===== config.mk =====
export PLATFORM = sky130hd
export DESIGN_NAME = approx_mul_pipe
export DESIGN_NICKNAME = d
export VERILOG_FILES = /design/src/rtl/approx_mul_pipe.sv
export SDC_FILE = /design/constraint.sdc
export NUM_CORES = 1
export LEC_CHECK = 0
export ABC_CLOCK_PERIOD_IN_PS = 12400
export CORE_MARGIN = 3
export CORE_UTILIZATION = 50
export DETAILED_ROUTE_END_ITERATION = 8
export PLACE_DENSITY = 0.82
export SLEW_MARGIN = 20
export SYNTH_ARGS = -nofsm -noshare
export SYNTH_HDL_FRONTEND = slang
export SYNTH_SLANG_ARGS = --single-unit

===== constraint.sdc =====
create_clock -name clk -period 12.4 [get_ports clk]
set_input_delay 3.72 -clock clk [delete_from_list [all_inputs] [get_ports clk]]
set_output_delay 3.72 -clock clk [all_outputs]
set_load 0.05 [all_outputs]

===== src/rtl/approx_mul_pipe.sv =====
// rtl/approx_mul_pipe.sv - two-stage pipelined unsigned multiplier with exact/truncated modes
//
// Optional feature macro: APPROX_MUL_BIAS_COMP_EN
//   When defined (and TRUNC > 0), approximate products get the constant
//   2^(TRUNC-1) added, which centres the truncation error.
//
// Ports:
//   clk        single clock, rising edge
//   rst_n      asynchronous active-low reset
//   in_valid   operand pair presented
//   in_ready   block accepts operands this cycle (== advance)
//   in_a       unsigned multiplicand, WIDTH bits
//   in_b       unsigned multiplier, WIDTH bits
//   in_mode    0 = exact product, 1 = approximate product
//   out_valid  product available
//   out_ready  consumer accepts product this cycle
//   out_p      product, 2*WIDTH bits
//   out_mode   mode bit of the transaction on out_p
//   txn_count  completed output handshakes, wraps at 16 bits
module approx_mul_pipe #(
  parameter int WIDTH = 8,
  parameter int TRUNC = 4
) (
  input  logic               clk,
  input  logic               rst_n,
  input  logic               in_valid,
  output logic               in_ready,
  input  logic [WIDTH-1:0]   in_a,
  input  logic [WIDTH-1:0]   in_b,
  input  logic               in_mode,
  output logic               out_valid,
  input  logic               out_ready,
  output logic [2*WIDTH-1:0] out_p,
  output logic               out_mode,
  output logic [15:0]        txn_count
);

  localparam int PW = 2 * WIDTH;

`ifdef APPROX_MUL_BIAS_COMP_EN
  localparam logic [PW-1:0] BIAS =
    (TRUNC > 0) ? ({{(PW-1){1'b0}}, 1'b1} << ((TRUNC > 0) ? (TRUNC - 1) : 0)) : '0;
`else
  localparam logic [PW-1:0] BIAS = '0;
`endif

  // The whole pipeline moves as a unit: it advances whenever the output
  // register is empty or being drained, so bubbles are never collapsed.
  logic advance;
  assign advance  = out_ready | ~out_valid;
  assign in_ready = advance;

  // Column keep-mask for approximate mode: bit k of a shifted row is the sum
  // of partial-product bits with i+j == k, so dropping columns < TRUNC is a
  // plain AND with this mask.
  logic [PW-1:0] col_mask;
  for (genvar k = 0; k < PW; k++) begin : g_mask
    assign col_mask[k] = (k >= TRUNC) ? 1'b1 : 1'b0;
  end

  // Partial-product rows formed from the incoming operands.
  logic [PW-1:0] pp_rows [WIDTH];
  logic [PW-1:0] row_mask;

  always_comb begin
    row_mask = in_mode ? col_mask : '1;
    for (int j = 0; j < WIDTH; j++) begin
      pp_rows[j] = ({{WIDTH{1'b0}}, in_a & {WIDTH{in_b[j]}}} << j) & row_mask;
    end
  end

  // Stage 1: mode and masked partial-product rows.
  logic          s1_valid;
  logic          s1_mode;
  logic [PW-1:0] s1_rows [WIDTH];

  always_ff @(posedge clk or negedge rst_n) begin
    if (!rst_n) begin
      s1_valid <= 1'b0;
      s1_mode  <= 1'b0;
      for (int j = 0; j < WIDTH; j++) begin
        s1_rows[j] <= '0;
      end
    end else if (advance) begin
      s1_valid <= in_valid;
      if (in_valid) begin
        s1_mode <= in_mode;
        s1_rows <= pp_rows;
      end
    end
  end

  // Row summation feeding stage 2; bias only applies to approximate results.
  logic [PW-1:0] sum_p;

  always_comb begin
    sum_p = '0;
    for (int j = 0; j < WIDTH; j++) begin
      sum_p = sum_p + s1_rows[j];
    end
    if (s1_mode) begin
      sum_p = sum_p + BIAS;
    end
  end

  // Stage 2: output register. Data only reloads for real transactions, so
  // out_p/out_mode stay put through bubbles and stalls.
  always_ff @(posedge clk or negedge rst_n) begin
    if (!rst_n) begin
      out_valid <= 1'b0;
      out_p     <= '0;
      out_mode  <= 1'b0;
    end else if (advance) begin
      out_valid <= s1_valid;
      if (s1_valid) begin
        out_p    <= sum_p;
        out_mode <= s1_mode;
      end
    end
  end

  always_ff @(posedge clk or negedge rst_n) begin
    if (!rst_n) begin
      txn_count <= 16'd0;
    end else if (out_valid && out_ready) begin
      txn_count <= txn_count + 16'd1;
    end
  end

endmodule


==> summary.md, run 1 <==
| Metric | Value |
|---|---|
| Max-cap viol count | 0 |
| Tmin final | 8960 ps |
| CP Launch Type | primary input |
| Worst Setup Path Type | in2out |
| Area share of fa/ha/maj cells after synthesis | 20.5% |
| Vias in the first global route | 4107 |
| Final Skew | 7.99 ps |
| Pleak | 3.17 nW |
| Post-CTS setup buffer count | 0 |
| Power per Cell Area | 223 nW/um^2 |
| TritonRoute pass-1 iters | 5 |
| EDFF count, synth | 0 |
| Ys async rst share | 100% |
| Syn_nets | 670 |
| Top FF cell, synth | dfrtp_1 |
| Synth Area in Compound Gates | 9.32% |
| Most frequent cells in the layout | nand2_1 (145), dfrtp_1 (100), o21ai_0 (72) |
| Largest net degree at the start of global routing | 131 |
| Critical path capture point type | output pin |
| # setup viols final | 0 |
| Clock Pin Slew Worst Setup and Hold Paths | 70 ps |
| Vias per cell | 5.23 |
| Largest area contributor in the netlist | dfrtp_1 |
| Initial antenna violation count | 0 |
| Gr ovfl total | 0 |
| Drt wl/cell | 14.7 microns |
| Hold path start | out_p[10] |
| Slew Viols, Final | 0 |
| Final setup TNS | 0 ps |
| Status | complete, no violations |
| CP arrival | 5240 ps |
| XOR/XNOR Fraction of Synth Area | 3.39% |
| Top Metal Used | met4 |
| Worst Setup SP | out_ready |
| Met3 WL | 530 microns |
| Maximum clock path buffer count | 2 |
| Worst Hold Class | reg2reg |
| Total number of vias | 3971 |
| Commonest non-fill, non-tap cell in the layout | nand2_1 |
| Post-CTS sizing | 0 |
| Data required, critical path | 8680 ps |
| H-tree Lvls | 3 |
| Cells after Synth | 579 |
| Drt drc | 0 |
| Post-Syn Area | 5680 sq um |
| CTS tree | built |
| #FFs+latches synth | 100 |
| Seq/Total Area, Yosys | 44.1% |
| CP max FO | 6 |
| Top-area cell type share of the netlist area | 44.1% |
| Global placer's final weighted congestion | 0.830 |
| First-pass GRT wire length | 19.2 mm |
| Port Buffers | 55 |
| Clock Sink Count | 100 |
| R2r startpoint | s1_rows[9] |
| # diodes | 0 |
| IO Pins | 56 |
| Synth-to-Final Area Change | 15.9% |
| Clk Latency, worst-skew pair | 350 ps |
| Peak Freq | 0.112 GHz |
| Synth unique cells | 42 |
| DR WL met2 | 5.58 mm |
| Hold buffers post-CTS | 0 |
| Net count reported at finish | 705 |
| Initial DRC Count | 319 |
| Final ANT Viol Nets | 0 |
| Die Y | 113 microns |
| Die area | 12700 sq um |
| Least-Margin Pin Slew | 928 ps |
| Dominant cells by area after synthesis | dfrtp_1 (44%), fa_1 (13%), nand2_1 (9.7%), ha_1 (7.1%), o21ai_0 (6.3%) |
| Combinational family with the most area after synthesis | adder cells |
| Slew headroom | 38.0% |
| Hold Violations, Final | 0 |
| Share of cells above drive strength 1 | 5.49% |
| Detail Placement HPWL | 8.20 mm |
| Die Wd | 113 microns |
| VDD IR-drop max | 0.183 mV |
| Fin crit share | 72.2% |
| Tot GR Track Use | 18.7% |
| CTS root buf | clkbuf_16 |
| Initial Util | 51.7% |
| RSZ-0062 raised after global routing | false |
| Wl on met1 | 4.92 mm |
| Core box area | 11000 sq um |
| Drt total wl | 11.2 mm |
| Clock buffer count from CTS | 9 |
| Final Hold Slack | 482 ps |
| Synth Warn # | 0 |
| Syn Area/Cell | 9.80 sq um |
| # rows | 38 |
| Post-Synth Simple-Gate Area | 13.4% |
| Mux contribution to synthesized area | 2.16% |
==> synthesized netlist by cell type, types with 3 or more instances <==
library cell,instances
ha_1,32
a21o_1,3
clkbuf_1,13
fa_1,38
o21ai_1,3
buf_2,3
nand3_1,7
xor2_1,7
nand4_1,5
a21oi_1,8
inv_1,68
nand2_1,146
o21ai_0,72
dfrtp_1,100
mux2_2,10
buf_1,14
xnor2_1,15
==> metal layers <==
metal  track usage, %  vias up
met5                0        -
met1             25.0     1937
met4             5.85        0
met2             31.2      115
met3             3.45       12
li1                 -     1907
==> area by class of cell <==
type | instances | area (sq um)
Multi-Input combinational cell | 379 | 2780
Sequential cell | 100 | 2500
Timing Repair Buffer | 56 | 556
Fill cell | 905 | 4410
Tap cell | 140 | 175
Inverter | 68 | 255
Clock inverter | 7 | 80.1
Clock buffer | 9 | 225
==> worst max-delay path: stages <==
cell             delay [ps]
clkdlybuf4s50_1         500
nand2b_4                200
clkdlybuf4s50_1         820
==> cell families after synthesis <==
kind of cell    after synthesis
fa+ha+maj                    70
simple gates                179
compound gates               97
mux                          11
flops                       100
buf+inv                     100
xor+xnor                     22
==> worst paths after layout <==
check                           endpoint  slack [ps]  cells past startpoint
setup / recovery                in_ready        3440                      3
hold / removal                 out_p[10]         480                      2
setup reg to reg               out_p[13]        8250                     12
hold reg to reg                out_p[10]         480                      2
max in group asynchronous  txn_count[14]        7900                      2
min in group asynchronous   txn_count[0]        3310                      1
==> where the power goes <==
part	internal, mW	switching (mW)	total, mW	leakage, nW
registers	0.388	0.0431	0.431	1.30
clock network	0.160	0.130	0.290	0.149
logic	0.294	0.454	0.748	1.72
==> stage by stage <==
stage               setup slack [ps]  instance area (sq um)  instances  power, mW  utilization, %
floorplan                       4750                   5680        579      0.996               -
global placement                3500                   6260        743       1.15            57.0
detailed placement              3480                   6260        743       1.18            57.0
CTS                             3470                   6570        759       1.48            59.8
global route                    3400                   6580        759       1.59            59.9
finish                          3440                   6580        759       1.47            59.9
==> registers in the layout (all words and copies together) (netlist names) <==
signal,count
s1_valid,1
s1_rows,64
out_valid,1
out_p,16
out_mode,1
txn_count,16
s1_mode,1
Note: power is estimated with default switching activity, not from simulation.
==> run 2, diff against run 1 <==
ABC_CLOCK_PERIOD_IN_PS = 9050   (was 12400)
clock period = 9.05 ns   (was 12.4 ns; I/O delays follow)
==> summary.md, run 2 (synthesis results as in run 1) <==
| Metric | Value |
|---|---|
| # diodes | 0 |
| H-tree Lvls | 3 |
| RSZ-0062 raised after global routing | false |
| Post-layout util | 60.0% |
| Commonest non-fill, non-tap cell in the layout | nand2_1 |
| Critical path capture point type | output pin |
| Initial Util | 51.7% |
| Hold Violations, Final | 0 |
| Final worst slack | 2120 ps |
| CTS root buf | clkbuf_16 |
| Comb pwr share | 50.7% |
| Reg power frac | 29.4% |
| Final ANT Viol Nets | 0 |
| Global placer's final weighted congestion | 0.827 |
| VDD IR-drop max | 0.245 mV |
| Largest net degree at the start of global routing | 131 |
| Hold buffers post-CTS | 0 |
| Max-cap viol count | 0 |
| Hold path start | out_p[11] |
| CTS tree | built |
| Drt total wl | 10.7 mm |
| Tot GR Track Use | 18.6% |
| Placement Setup Slack | 2140 ps |
| Least-Margin Pin Slew | 894 ps |
| Final non-filler cell total | 759 |
| Detail Placement HPWL | 8.07 mm |
| Drt wl/cell | 14.1 microns |
| Clk Latency, worst-skew pair | 350 ps |
| Peak Freq | 0.144 GHz |
| Clock Pin Slew Worst Setup and Hold Paths | 70 ps |
| CP Launch Type | primary input |
| Pleak | 3.17 nW |
| TritonRoute pass-1 iters | 4 |
| Final Hold Slack | 477 ps |
| CP arrival | 4210 ps |
| Worst Setup Path Type | in2out |
| Post-CTS setup buffer count | 0 |
| Pint | 1.16 mW |
| Die Wd | 113 microns |
| P_sw | 851 uW |
| Drt drc | 0 |
| R2r startpoint | s1_rows[9] |
| Port Buffers | 55 |
| Maximum clock path buffer count | 2 |
| Core box area | 11000 sq um |
| Status | complete, no violations |
| Clock power share | 20.0% |
| CP max FO | 6 |
| Final Skew | 7.68 ps |
| Worst Hold Class | reg2reg |
| Data required, critical path | 6340 ps |
| Max FFs per register | 64 |
| Worst Setup SP | out_ready |
| Die area | 12700 sq um |
| Gr ovfl total | 0 |
| Die Y | 113 microns |
| Initial DRC Count | 349 |
| Total number of vias | 3928 |
| Clock Sink Count | 100 |
| First-pass GRT wire length | 19.1 mm |
| # rows | 38 |
| Share of cells above drive strength 1 | 5.49% |
| Clock buffer count from CTS | 9 |
| Largest Register | s1_rows |
| Tot Pwr | 2.01 mW |
| Vias in the first global route | 4144 |
| Power per Cell Area | 305 nW/um^2 |
| Switching Fraction | 42.3% |
| Slew headroom | 40.3% |
| Synth-to-Final Area Change | 16.1% |
| Tmin final | 6930 ps |
| Biggest regs | s1_rows x64, out_p x16, txn_count x16 |
| # setup viols final | 0 |
| Slew Viols, Final | 0 |
| Post-CTS sizing | 0 |
| Placed insts | 743 |
| Fin crit share | 76.5% |
| Final instance area | 6590 sq um |
| Post-DP Area | 6260 sq um |
| IO Pins | 56 |
| Vias per cell | 5.18 |
| Most frequent cells in the layout | nand2_1 (145), dfrtp_1 (100), o21ai_0 (72) |
| Net count reported at finish | 705 |
| Final setup TNS | 0 ps |
| Initial antenna violation count | 0 |
-- run 2: cell types whose count changed in the layout (fill, tap and decap cells not counted) --
cell / previous run / this run
clkinv_2: 1 / 0
clkbuf_8: 0 / 1
inv_6: 3 / 0
inv_8: 1 / 3
clkinv_4: 0 / 1
-- run 2: power groups by stage --
stage          Sequential (mW)  Clock, mW  Combinational, mW
6_report                 0.591      0.402               1.02
5_1_grt                  0.603      0.432               1.15
4_1_cts                  0.592      0.413               1.03
3_5_place_dp             0.600          0               1.02
3_3_place_gp             0.592          0              0.989
2_1_floorplan            0.755          0              0.610
-- run 2: final timing paths --
path	to	slack (ps)	cells after the start
min	out_p[11]	480	2
max	in_ready	2120	3
min in group asynchronous	txn_count[1]	2310	1
max reg2reg	out_p[13]	4910	12
max in group asynchronous	s1_rows[103]	5580	2
min reg2reg	out_p[11]	480	2
-- run 2: critical path, stage by stage --
cell	delay (ps)
clkdlybuf4s50_1	490
nand2b_4	190
clkdlybuf4s50_1	810
-- run 2: layer usage --
layer  global-route usage, %  part of all wire (%)  vias to the layer above
met2                    31.0                    50                       66
met1                    24.8                    45                     1940
met5                       0                     0                        -
met4                    5.29                   1.3                        0
met3                    3.83                   3.7                       13
li1                        -                     -                     1909
-- run 2: final cells by class --
| class | count | area, sq um |
|---|---|---|
| inverter | 68 | 255 |
| tap | 140 | 175 |
| sequential | 100 | 2500 |
| fill | 908 | 4390 |
| multi-input combinational | 379 | 2780 |
| clock buffer | 10 | 239 |
| timing repair buffer | 56 | 556 |
| clock inverter | 6 | 80.1 |
